===== src/rtl/uart_pkg.sv =====
// Shared UART definitions: FSM states, parity-control bit positions and default
// oversampling ratio. Used by the receiver here and by the transmitter.
package uart_pkg;

  localparam int unsigned OVERSAMPLE_DEF = 16;

  // Bit positions within the 2-bit parity control word
  localparam int unsigned PAR_EN  = 1;
  localparam int unsigned PAR_ODD = 0;

  typedef enum logic [2:0] {
    IDLE,
    START,
    DATA,
    PARITY,
    STOP,
    BREAK
  } uart_state_e;

endpackage


===== src/rtl/uart_rx_fifo_if.sv =====
// FIFO write side and error pulses of the UART receiver.
//   fifowrfull  : FIFO full flag (into receiver)
//   fifowrreq   : one-cycle write strobe
//   fifodata    : received byte, valid with fifowrreq
//   parity_err  : one-cycle pulse, parity mismatch
//   frame_err   : one-cycle pulse, stop bit low
//   overrun_err : one-cycle pulse, good byte dropped because FIFO full
interface uart_rx_fifo_if;
  logic       fifowrfull;
  logic       fifowrreq;
  logic [7:0] fifodata;
  logic       parity_err;
  logic       frame_err;
  logic       overrun_err;

  modport master (
    input  fifowrfull,
    output fifowrreq, fifodata, parity_err, frame_err, overrun_err
  );

  modport slave (
    output fifowrfull,
    input  fifowrreq, fifodata, parity_err, frame_err, overrun_err
  );
endinterface


===== src/rtl/uart_rx_sync.sv =====
// Two-flop synchroniser for an asynchronous input; resets to 1 (idle line).
//   clk, rst_n : clock, async active-low reset
//   d          : asynchronous input
//   q          : synchronised output
module uart_rx_sync (
  input  logic clk,
  input  logic rst_n,
  input  logic d,
  output logic q
);

  logic meta;

  always_ff @(posedge clk or negedge rst_n) begin
    if (!rst_n) begin
      meta <= 1'b1;
      q    <= 1'b1;
    end else begin
      meta <= d;
      q    <= meta;
    end
  end

endmodule


===== src/rtl/uart_rx_fifo.sv =====
// UART receiver: oversamples rx, validates start/parity/stop, writes good
// bytes to a FIFO and pulses error flags for bad or dropped frames.
//   clk, rst_n : receive clock (OVERSAMPLE x baud), async active-low reset
//   parity     : [PAR_EN] enable, [PAR_ODD] odd(1)/even(0)
//   rx         : serial input, asynchronous
//   fifo       : FIFO write strobe/data, full flag and error pulses
module uart_rx_fifo
  import uart_pkg::*;
#(
  parameter int unsigned OVERSAMPLE = OVERSAMPLE_DEF
) (
  input  logic           clk,
  input  logic           rst_n,
  input  logic [1:0]     parity,
  input  logic           rx,
  uart_rx_fifo_if.master fifo
);

  localparam int unsigned CNT_W = $clog2(OVERSAMPLE);

  logic rx_s;

  uart_rx_sync u_sync (
    .clk   (clk),
    .rst_n (rst_n),
    .d     (rx),
    .q     (rx_s)
  );

  uart_state_e state_q, state_d;
  logic [CNT_W-1:0] cnt_q, cnt_d;
  logic [2:0] bitidx_q, bitidx_d;
  logic [7:0] shreg_q, shreg_d;
  logic       chk_q, chk_d;
  logic [1:0] par_q, par_d;
  logic       perr_q, perr_d;
  logic       wrreq_q, wrreq_d;
  logic [7:0] data_q, data_d;
  logic       perr_pulse_q, perr_pulse_d;
  logic       ferr_q, ferr_d;
  logic       oerr_q, oerr_d;

  logic cnt_half, cnt_last;
  assign cnt_half = (cnt_q == CNT_W'(OVERSAMPLE/2 - 1));
  assign cnt_last = (cnt_q == CNT_W'(OVERSAMPLE - 1));

  // State and output registers
  always_ff @(posedge clk or negedge rst_n) begin
    if (!rst_n) begin
      state_q      <= IDLE;
      cnt_q        <= '0;
      bitidx_q     <= '0;
      shreg_q      <= '0;
      chk_q        <= 1'b0;
      par_q        <= '0;
      perr_q       <= 1'b0;
      wrreq_q      <= 1'b0;
      data_q       <= '0;
      perr_pulse_q <= 1'b0;
      ferr_q       <= 1'b0;
      oerr_q       <= 1'b0;
    end else begin
      state_q      <= state_d;
      cnt_q        <= cnt_d;
      bitidx_q     <= bitidx_d;
      shreg_q      <= shreg_d;
      chk_q        <= chk_d;
      par_q        <= par_d;
      perr_q       <= perr_d;
      wrreq_q      <= wrreq_d;
      data_q       <= data_d;
      perr_pulse_q <= perr_pulse_d;
      ferr_q       <= ferr_d;
      oerr_q       <= oerr_d;
    end
  end

  // Frame sequencing and next-state/output decode
  always_comb begin
    state_d      = state_q;
    cnt_d        = cnt_q;
    bitidx_d     = bitidx_q;
    shreg_d      = shreg_q;
    chk_d        = chk_q;
    par_d        = par_q;
    perr_d       = perr_q;
    wrreq_d      = 1'b0;
    data_d       = data_q;
    perr_pulse_d = 1'b0;
    ferr_d       = 1'b0;
    oerr_d       = 1'b0;

    unique case (state_q)
      IDLE: begin
        if (!rx_s) begin
          state_d = START;
          cnt_d   = '0;
        end
      end

      START: begin
        if (cnt_half) begin
          if (rx_s) begin
            // Start bit gone high by its midpoint: treat as a glitch
            state_d = IDLE;
            cnt_d   = '0;
          end else begin
            state_d  = DATA;
            cnt_d    = '0;
            bitidx_d = '0;
            par_d    = parity;
            chk_d    = parity[PAR_ODD];
            perr_d   = 1'b0;
          end
        end else begin
          cnt_d = cnt_q + CNT_W'(1);
        end
      end

      DATA: begin
        if (cnt_last) begin
          cnt_d   = '0;
          shreg_d = {rx_s, shreg_q[7:1]};
          chk_d   = chk_q ^ rx_s;
          if (bitidx_q == 3'd7) begin
            state_d = par_q[PAR_EN] ? PARITY : STOP;
          end else begin
            bitidx_d = bitidx_q + 3'd1;
          end
        end else begin
          cnt_d = cnt_q + CNT_W'(1);
        end
      end

      PARITY: begin
        if (cnt_last) begin
          cnt_d   = '0;
          perr_d  = (rx_s != chk_q);
          state_d = STOP;
        end else begin
          cnt_d = cnt_q + CNT_W'(1);
        end
      end

      STOP: begin
        if (cnt_last) begin
          cnt_d = '0;
          // Leaving at the stop midpoint allows back-to-back frames
          if (!rx_s) begin
            ferr_d  = 1'b1;
            state_d = BREAK;
          end else if (perr_q) begin
            perr_pulse_d = 1'b1;
            state_d      = IDLE;
          end else if (fifo.fifowrfull) begin
            oerr_d  = 1'b1;
            state_d = IDLE;
          end else begin
            wrreq_d = 1'b1;
            data_d  = shreg_q;
            state_d = IDLE;
          end
        end else begin
          cnt_d = cnt_q + CNT_W'(1);
        end
      end

      BREAK: begin
        if (rx_s) begin
          state_d = IDLE;
        end
      end

      default: begin
        state_d = IDLE;
        cnt_d   = '0;
      end
    endcase
  end

  assign fifo.fifowrreq   = wrreq_q;
  assign fifo.fifodata    = data_q;
  assign fifo.parity_err  = perr_pulse_q;
  assign fifo.frame_err   = ferr_q;
  assign fifo.overrun_err = oerr_q;

endmodule


===== src/flat_wrapper.sv =====
// flat-port wrapper written by rule: the top's interface ports become plain ports
module uart_rx_fifo_flat import uart_pkg::*;
#(
  parameter int unsigned OVERSAMPLE = OVERSAMPLE_DEF
)
  (clk, rst_n, parity, rx, fifo_fifowrfull, fifo_fifowrreq, fifo_fifodata, fifo_parity_err, fifo_frame_err, fifo_overrun_err);
  uart_rx_fifo_if fifo_i ();
  input  logic clk;
  input  logic rst_n;
  input  logic [1:0] parity;
  input  logic rx;
  input wire logic [$bits(fifo_i.fifowrfull)-1:0] fifo_fifowrfull;
  output wire logic [$bits(fifo_i.fifowrreq)-1:0] fifo_fifowrreq;
  output wire logic [$bits(fifo_i.fifodata)-1:0] fifo_fifodata;
  output wire logic [$bits(fifo_i.parity_err)-1:0] fifo_parity_err;
  output wire logic [$bits(fifo_i.frame_err)-1:0] fifo_frame_err;
  output wire logic [$bits(fifo_i.overrun_err)-1:0] fifo_overrun_err;
  assign fifo_i.fifowrfull = fifo_fifowrfull;
  assign fifo_fifowrreq = fifo_i.fifowrreq;
  assign fifo_fifodata = fifo_i.fifodata;
  assign fifo_parity_err = fifo_i.parity_err;
  assign fifo_frame_err = fifo_i.frame_err;
  assign fifo_overrun_err = fifo_i.overrun_err;
  uart_rx_fifo #(.OVERSAMPLE(OVERSAMPLE)) u_core (.clk(clk), .rst_n(rst_n), .parity(parity), .rx(rx), .fifo(fifo_i));
endmodule

===== config.mk =====
export PLATFORM = sky130hd
export DESIGN_NAME = uart_rx_fifo_flat
export DESIGN_NICKNAME = d
export VERILOG_FILES = /design/src/rtl/uart_pkg.sv /design/src/rtl/uart_rx_fifo_if.sv /design/src/rtl/uart_rx_sync.sv /design/src/rtl/uart_rx_fifo.sv /design/src/flat_wrapper.sv
export SDC_FILE = /design/constraint.sdc
export NUM_CORES = 1
export LEC_CHECK = 0
export ABC_AREA = 1
export BUFFER_PORTS_ARGS = -buffer_cell sky130_fd_sc_hd__buf_4
export CORE_ASPECT_RATIO = 0.7
export CORE_UTILIZATION = 61
export DETAILED_ROUTE_END_ITERATION = 7
export PLACE_DENSITY = 0.9
export SKIP_CTS_REPAIR_TIMING = 1
export SYNTH_ARGS = -nofsm -noshare
export SYNTH_HDL_FRONTEND = slang
export SYNTH_SLANG_ARGS = --single-unit

===== constraint.sdc =====
create_clock -name clk -period 2 [get_ports clk]
set_input_delay 0.1 -clock clk [delete_from_list [all_inputs] [get_ports clk]]
set_output_delay 0.1 -clock clk [all_outputs]
set_load 0.1 [all_outputs]

# Word level (Yosys, flattened, before mapping)

Index checks and enable logic that the tools add are counted.

Input bits: 6
Output and inout bits: 12
Bits in registers: 36
Logic and storage cells: 96

Equal/unequal tests: 18
Reduce and logical (&&, ||, !) cells: 12
Muxes and demuxes: 45
Bitwise gates (word level): 5
Add/subtract/negate cells: 2

Operators with widths:

| cell                  | number |
|---|---|
| $mux W3               | 13 |
| $mux W1               | 23 |
| $pmux W3 S6           | 1 |
| $pmux W4 S4           | 1 |
| $mux W4               | 3 |
| $ne A2 B1 Y1 const B  | 5 |
| $reduce_and A5 Y1     | 2 |
| $eq A3 B3 Y1 const B  | 3 |
| $ne A2 B2 Y1 const B  | 4 |
| $reduce_and A4 Y1     | 2 |
| $reduce_and A7 Y1     | 1 |
| $eq A3 B2 Y1 const B  | 2 |
| $pmux W3 S2           | 1 |
| $add A4 B1 Y4 const B | 1 |
| $eq A4 B3 Y1 const B  | 1 |
| $eq A4 B4 Y1 const B  | 1 |
| $not A1 Y1            | 4 |
| $pmux W1 S2           | 2 |
| $reduce_and A2 Y1     | 2 |
| $reduce_bool A2 Y1    | 2 |
| $add A3 B1 Y3 const B | 1 |
| $eq A3 B1 Y1 const B  | 1 |
| $logic_not A3 Y1      | 1 |
| $reduce_and A3 Y1     | 1 |
| 4 further kinds       | 4 |

# Longest topological paths before layout

Gate-level depths: netlist (run 1).

Depth after elaboration: 5
Depth in mapped cells: 8
Depth with buffers taken out: 8

# Modules after synthesis

From an unflattened synthesis (run 1), not the netlist that was laid out.

Cells, all modules: 189
Area, all modules: 1632.8 sq um

By module, submodules not included:

| module       | instances | area each (sq um) | cells each | sequential area each (sq um) |
|---|---|---|---|---|
| uart_rx_fifo | 1         | 1580.3            | 187        | 825.8 |
| uart_rx_sync | 1         | 52.6              | 2          | 52.6 |

# Least setup slack after synthesis (run 1)

No wires, ideal clock.

Path kind: register to register
From: register u_core.u_sync.q
To: register u_core.data_q[6], in the netlist u_core.fifo.fifodata[6]
Stages on the path, launching flop included: 7
Slack: 589 ps
Library setup time: 122 ps
Period minus slack after synthesis: 1411 ps
Data arrival time: 1289 ps
Path buffers: 1
Data required time: 1878 ps
Cells stage by stage: dfstp_2 > inv_2 > nor3_1 > nand3_4 > buf_6 > nand2_1 > o21ai_2

Cells in the longest elaborated chain, start to end: 1

RTL lines:

| element                     | line               | RTL |
|---|---|---|
| start: declaration          | uart_rx_sync.sv:9  | `output logic q` |
| start signal: assignment    | uart_rx_sync.sv:20 | `q <= meta;` |
| $reduce_and A5 Y1 (no line) | --                 |  |
| end signal: assignment      | uart_rx_fifo.sv:71 | `data_q <= data_d;` |
| end: declaration            | uart_rx_fifo.sv:38 | `logic [7:0] data_q, data_d;` |

No other way between the ends.
A chain may end at the register's enable or synchronous reset.

# Worst setup path in the final report (run 1)

From: register u_core.cnt_q[0]
To: register u_core.state_q[1]

Cells in the longest elaborated chain, start to end: 3
Elaborated cells on any way between the ends: 7
Classes of those cells: eq/ne: 6; reduce/logical: 1

RTL lines:

| element                                      | line                                   | RTL |
|---|---|---|
| start: declaration                           | uart_rx_fifo.sv:31                     | `logic [CNT_W-1:0] cnt_q, cnt_d;` |
| start signal: assignment                     | uart_rx_fifo.sv:64                     | `cnt_q <= cnt_d;` |
| $eq A4 B4 Y1 or $eq A4 B3 Y1 (tied branches) | uart_rx_fifo.sv:45, uart_rx_fifo.sv:44 |  |
| $ne A2 B1 Y1 (no line)                       | --                                     |  |
| $reduce_and A7 Y1 (no line) *                | --                                     |  |
| end signal: assignment                       | uart_rx_fifo.sv:63                     | `state_q <= state_d;` |
| end: declaration                             | uart_rx_fifo.sv:30                     | `uart_state_e state_q, state_d;` |

Every way passes the cells marked *; elsewhere a longest branch is shown, timed or not.

==> results by group, run 1 <==
CTS
  • Num CTS Buffers: 5
  • Skew-Pair Late Insertion Delay: 0.27 ns
  • Sink Count: 35
  • Longest Clk Path Bufs: 2
  • H-tree Lvls: 2
  • CTS tree: done
  • Clk slew on worst S/H paths: 0.06 ns
  • CTS root buf: clkbuf_8

Global routing
  • GR Util All Layers: 26.2%
  • Largest net degree at the start of global routing: 36
  • Global-route wire length before repair: 5630 um
  • Vias in the first global route: 1319
  • Initial antenna violation count: 0
  • Remaining Overflow, GRT: 0

Setup path
  • Kind of critical path: register to register
  • Worst setup EP type: register
  • Worst r2r dst: u_core.state_q[1]
  • Critical Path Start Type: register
  • Critical path peak fanout: 7
  • CP startpoint: u_core.cnt_q[0]
  • CP arrival: 1.72 ns
  • Reg-to-Reg Start: u_core.cnt_q[0]
  • Required @ worst endpoint: 2.17 ns
  • Cells on worst reg2reg path: 8
  • Setup crit end: u_core.state_q[1]
  • Worst reg2reg setup slack: 0.45 ns

Power
  • VDD IR max: 649 uV
  • PwrDens: 1070 nW/um2
  • Leakage power: 0.970 nW

Logic synthesis
  • #FFs+latches synth: 35
  • Syn_area_per_cell: 8.75 um2
  • Post-Syn Area: 1650 um2
  • Post-synth cell types: 24
  • Synthesized net count: 198
  • Seq/Total Area, Yosys: 53.1%
  • Cells after synthesis: 189
  • Warning count from the yosys run: 0

Layout
  • Commonest non-fill, non-tap cells in the layout: 62 x nand2_1, 33 x dfrtp_1, 17 x inv_1, 17 x buf_4, 13 x nand3_1
  • Antenna cells: 0
  • Fillcell total: 184
  • Layout cell share with drive strength beyond 1: 23.4%
  • Finished Core Util: 76.2%
  • Layout area overhead: 15.9%
  • Commonest non-fill, non-tap cell in the layout: nand2_1
  • Nets: 222

STA
  • Finish-stage setup viols: 0
  • RSZ-0062 raised after global routing: no
  • Final Cycle Share: 77.6%
  • Slew Limit Fails: 0
  • Post-Route Setup TNS: 0 ns
  • Fin Clk Skew: 0.00848 ns
  • Slew headroom: 71.8%
  • Final Hold Fails: 0
  • F_max: 0.644 GHz
  • Min cycle time layout: 1.55 ns
  • Tightest Pin Transition: 0.422 ns

Floorplanning
  • Core Region: 2510 um2
  • Row cnt: 15
  • Full die area: 2920 um2
  • Die Ht: 45.6 um
  • Initial Utilization: 65.7%
  • Num ports: 18
  • Die width: 64.2 um

Drt
  • Via count: 1343
  • DRT Pass-1 Iters: 4
  • First DRT Iteration DRCs: 92
  • Vias per cell: 5.42
  • Antenna violation net count after detailed routing: 0
  • DR DRC count: 0
  • Wire per inst: 13.1 um
  • Routed wire length: 3260 um

Worst hold path
  • Hold WC Path Type: primary input to register
  • Hold path depth: 3

Placement
  • Buffers on Ports: 17
  • Post-DP HPWL: 2380 um
  • Routability cong.: 0.958

Status
  • Status: completed

Job
  • Max Cap Viol: 0
-- cell usage after synthesis --
cell type,number,share of area [%]
ha_1,3,2.3
nand2_1,62,14
buf_4,1,0.45
nand2_2,5,1.9
nor2_2,4,1.5
nor4_1,1,0.38
xor2_1,1,0.53
o21ai_2,7,3.7
nand4_1,3,1.1
nand3_1,13,3.9
nor2_4,1,0.68
xnor2_1,1,0.53
o21ai_1,9,2.7
nand4_2,1,0.76
nor2_1,9,2.0
o21ai_0,6,1.8
inv_2,4,0.91
dfstp_2,2,3.2
nor3_1,3,0.91
nand3_4,1,1.1
dfrtp_1,33,50
a21oi_4,1,0.98
buf_6,1,0.68
inv_1,17,3.9
-- sequential cells by signal, indices dropped and copies added, names as in the netlist, 3 cells and up --
register	count
u_core.state_q	3
u_core.bitidx_q	3
u_core.fifo.fifodata	8
u_core.cnt_q	4
u_core.shreg_q	8
-- per-layer routing --
layer	wire [um]	GRT usage, %	vias up
met3	212	9.25	8
li1	-	-	654
met2	1580	46.4	40
met1	1420	31.4	641
met4	40	6.67	0
met5	0	0	-
-- critical path, cell delays in order (launching register included) --
cell	delay (ns)
dfrtp_1	0.39
ha_1	0.18
nand2_1	0.10
inv_1	0.11
nand2_1	0.17
a21oi_4	0.28
nand2_2	0.10
nand2_1	0.07
nand2_1	0.05
-- how the worst min path moves through the flow --
stage	startpoint	endpoint	slack, ns
floorplan	rst_n	u_core.bitidx_q[0]	-0.20
global placement	rst_n	u_core.bitidx_q[2]	0.06
detailed placement	rst_n	u_core.chk_q	0.07
CTS	rst_n	u_core.shreg_q[0]	-0.22
global route	parity[1]	u_core.par_q[1]	0.09
finish	parity[1]	u_core.par_q[1]	0.06
-- power by group --
part	internal [mW]	switching, mW
Sequential	0.799	0.111
Clock	0.277	0.225
Combinational	0.211	0.430
-- per-stage QoR --
step / hold WS (ns) / std cells / instance area, um2 / setup slack, ns / power (mW)
5_1_grt: 0.0854 / 248 / 1920 / 0.314 / 2.20
2_1_floorplan: -0.196 / 189 / 1650 / 0.589 / 1.39
4_1_cts: -0.225 / 246 / 1900 / 0.455 / 2.06
3_3_place_gp: 0.0636 / 238 / 1800 / 0.520 / 1.51
6_report: 0.0565 / 248 / 1920 / 0.448 / 2.05
3_5_place_dp: 0.0695 / 238 / 1800 / 0.465 / 1.54
-- final cells by class --
class	instances	area (um2)	share of cell area, %
sequential	35	878	45.9
multi-input combinational	131	677	35.3
timing repair buffer	19	148	7.71
clock buffer	7	86.3	4.51
inverter	21	78.8	4.11
tap	34	42.5	2.22
clock inverter	1	5.00	0.261
-- logic make-up after synthesis --
kind of cell / share of synthesized area (%)
AOI/OAI and AO/OA: 9.24
xor gates and xnor gates: 1.06
adders and majority gates: 2.27
buffers and inverters: 5.90
DFF: 53.1
and+or+nand+nor: 28.4
(Power assumes the default switching activity.)
==> inputs of run 2 (changes only) <==
--- a/config.mk
+++ b/config.mk
@@ -5,12 +5,12 @@
 export SDC_FILE = /design/constraint.sdc
 export NUM_CORES = 1
 export LEC_CHECK = 0
-export ABC_AREA = 1
+export ABC_AREA = 0
 export BUFFER_PORTS_ARGS = -buffer_cell sky130_fd_sc_hd__buf_4
 export CORE_ASPECT_RATIO = 0.7
-export CORE_UTILIZATION = 61
+export CORE_UTILIZATION = 52
 export DETAILED_ROUTE_END_ITERATION = 7
-export PLACE_DENSITY = 0.9
+export PLACE_DENSITY = 0.83
 export SKIP_CTS_REPAIR_TIMING = 1
 export SYNTH_ARGS = -nofsm -noshare
 export SYNTH_HDL_FRONTEND = slang
==> constraint.sdc (replaced) <==
create_clock -name clk -period 1.37 [get_ports clk]
set_input_delay 0.0685 -clock clk [delete_from_list [all_inputs] [get_ports clk]]
set_output_delay 0.0685 -clock clk [all_outputs]
set_load 0.1 [all_outputs]
==> run 2 against run 1 <==
Effect of this change:
- the flow now finishes with violations (negative hold slack, negative setup slack)
- power increased by 91%
- sequential cell count unchanged
- global-route usage decreased by 1.2 points
- count of clock-buffer cells in the layout decreased by 2
- combinational power increased to 2.8 times the previous value
- clock power increased by 50%
- die area increased by 19%
- via count increased by 8.6%
- maximum frequency decreased by 17%
==> results by group, run 2 <==
Status
  • Status: finished, violations left
  • Violated checks: negative hold slack, negative setup slack

Logic synthesis
  • Syn_area_per_cell: 12.1 um2
  • Post-synth cell types: 45
  • Yosys top cell by area: dfrtp_1
  • Post-synth top cells: 33 x dfrtp_1, 11 x mux2_2, 8 x mux2_4
  • Post-synth EDFFs: 0
  • Asr flop ratio synth: 100%
  • Seq/Total Area, Yosys: 52.0%
  • #FFs+latches synth: 35
  • Synth top area share: 48.9%
  • Cells after synthesis: 140
  • Warning count from the yosys run: 0
  • Top-count cell post-synth: dfrtp_1
  • Synthesized net count: 149
  • Post-Syn Area: 1690 um2
  • Top FF cell, synth: dfrtp_1
  • Top cells by area, synth: dfrtp_1 49%, mux2_2 7.3%, mux2_4 7.1%

Layout
  • Layout cell share with drive strength beyond 1: 61.6%
  • Commonest non-fill, non-tap cells in the layout: 53 x buf_4, 31 x dfrtp_1, 19 x mux2_4
  • Commonest non-fill, non-tap cell in the layout: buf_4
  • Sequential cell area: 881 um2
  • Area of the multi-input gates: 957 um2
  • Nets: 211
  • Finished Core Util: 86.3%
  • Antenna cells: 0
  • Fillcell total: 141
  • Layout area overhead: 50.5%

Placement
  • Buffers on Ports: 17
  • Routability cong.: 0.972
  • Post-DP HPWL: 2710 um
  • Setup Slack @ Placement: -0.480 ns

CTS
  • Num CTS Buffers: 5
  • CTS root buf: clkbuf_8
  • CTS tree: done
  • Longest Clk Path Bufs: 2
  • H-tree Lvls: 2
  • Clk slew on worst S/H paths: 0.08 ns
  • Sink Count: 35
  • Skew-Pair Late Insertion Delay: 0.30 ns

Setup path
  • Critical path peak fanout: 4
  • Kind of critical path: register to register
  • Critical Path Start Type: register
  • CP startpoint: u_core.cnt_q[1]
  • Required @ worst endpoint: 1.57 ns
  • CP arrival: 2.07 ns
  • Worst setup EP type: register
  • Reg-to-Reg Start: u_core.cnt_q[1]

Power
  • Clock power share: 19.2%
  • Leakage power: 1.24 nW
  • Net Switching: 1.36 mW
  • Total Power: 3.93 mW
  • Gate power share: 45.4%
  • Seq pwr share: 35.4%
  • Int Pwr: 2.57 mW
  • Switching share of power: 34.6%
  • PwrDens: 1550 nW/um2
  • VDD IR max: 1130 uV

Drt
  • Via count: 1459
  • First DRT Iteration DRCs: 84
  • Wire per inst: 21.2 um
  • Vias per cell: 6.10
  • DRT Pass-1 Iters: 4
  • Routed wire length: 5070 um
  • DR DRC count: 0
  • Antenna violation net count after detailed routing: 0

STA
  • Finish-stage setup viols: 32
  • F_max: 0.532 GHz
  • Final Cycle Share: 137%
  • Slew Limit Fails: 0
  • Fin Clk Skew: 0.0125 ns
  • Min cycle time layout: 1.88 ns
  • Slew headroom: 71.2%
  • WHS: -0.00238 ns
  • Setup slack after layout: -0.509 ns
  • Final Hold Fails: 1
  • Tightest Pin Transition: 0.432 ns
  • Post-Route Setup TNS: -11.51 ns
  • RSZ-0062 raised after global routing: yes

Floorplanning
  • Die width: 70.1 um
  • Row cnt: 16
  • Num ports: 18
  • Full die area: 3480 um2
  • Die Ht: 49.7 um
  • Core Region: 2940 um2
  • Initial Utilization: 57.4%

Worst hold path
  • Hold WC Path Type: primary input to register
  • Hold Crit Start: parity[1]

Global routing
  • GR Util All Layers: 25.1%
  • Vias in the first global route: 1333
  • Initial antenna violation count: 0
  • Largest net degree at the start of global routing: 36
  • Global-route wire length before repair: 6530 um
  • Remaining Overflow, GRT: 0

Job
  • Max Cap Viol: 0
==> run 2: metrics by stage <==
step	cell area [um2]	instances
after floorplan	1780	140
after global placement	2150	219
after detailed placement	2150	219
after CTS	2230	227
after global routing	2540	239
final	2540	239
==> run 2: path summary, 6_finish.rpt <==
kind | end | slack (ns) | cells past startpoint
max | u_core.fifo.fifodata[2] | -0.51 | 6
min | u_core.par_q[1] | -0.002 | 2
max reg2reg | u_core.fifo.fifodata[2] | -0.51 | 6
min reg2reg | u_core.u_sync.q | 0.37 | 0
max in group asynchronous | u_core.u_sync.meta | 0.77 | 2
min in group asynchronous | u_core.fifo.frame_err | 0.25 | 2
==> run 2: critical path, cell delays in order (launching register included) <==
cell	delay [ns]
dfrtp_1	0.41
ha_4	0.17
and4b_1	0.20
nand4_1	0.15
or3_4	0.37
buf_4	0.17
mux2_4	0.29
==> run 2: kinds of logic after synthesis <==
| group | after synthesis | synth area share, % |
|---|---|---|
| xor+xnor | 2 | 1.04 |
| mux | 19 | 14.5 |
| flops | 35 | 52.0 |
| fa+ha+maj | 3 | 2.22 |
| simple gates | 32 | 11.6 |
| compound gates | 32 | 13.7 |
| buf+inv | 17 | 4.97 |
==> run 2: metal layers <==
layer / global-route usage (%) / up-vias / wire length, um
met5: 0 / - / 0
met4: 8.67 / 0 / 74
met3: 6.95 / 10 / 337
met2: 38.8 / 65 / 2520
met1: 34.1 / 739 / 2140
li1: - / 645 / -
==> run 2: layout make-up <==
class | count | area share (%)
timing repair buffer | 66 | 21.7
inverter | 6 | 0.887
clock buffer | 5 | 2.71
sequential | 35 | 34.7
multi-input combinational | 88 | 37.7
clock inverter | 3 | 0.591
tap | 36 | 1.77
==> run 2: power groups by stage <==
stage               Combinational, mW  Sequential (mW)  Clock (mW)
detailed placement               1.24             1.38           0
CTS                              1.25             1.37       0.745
floorplan                       0.731             1.35           0
finish                           1.79             1.39       0.755
global placement                 1.18             1.38           0
global route                     1.89             1.41       0.829
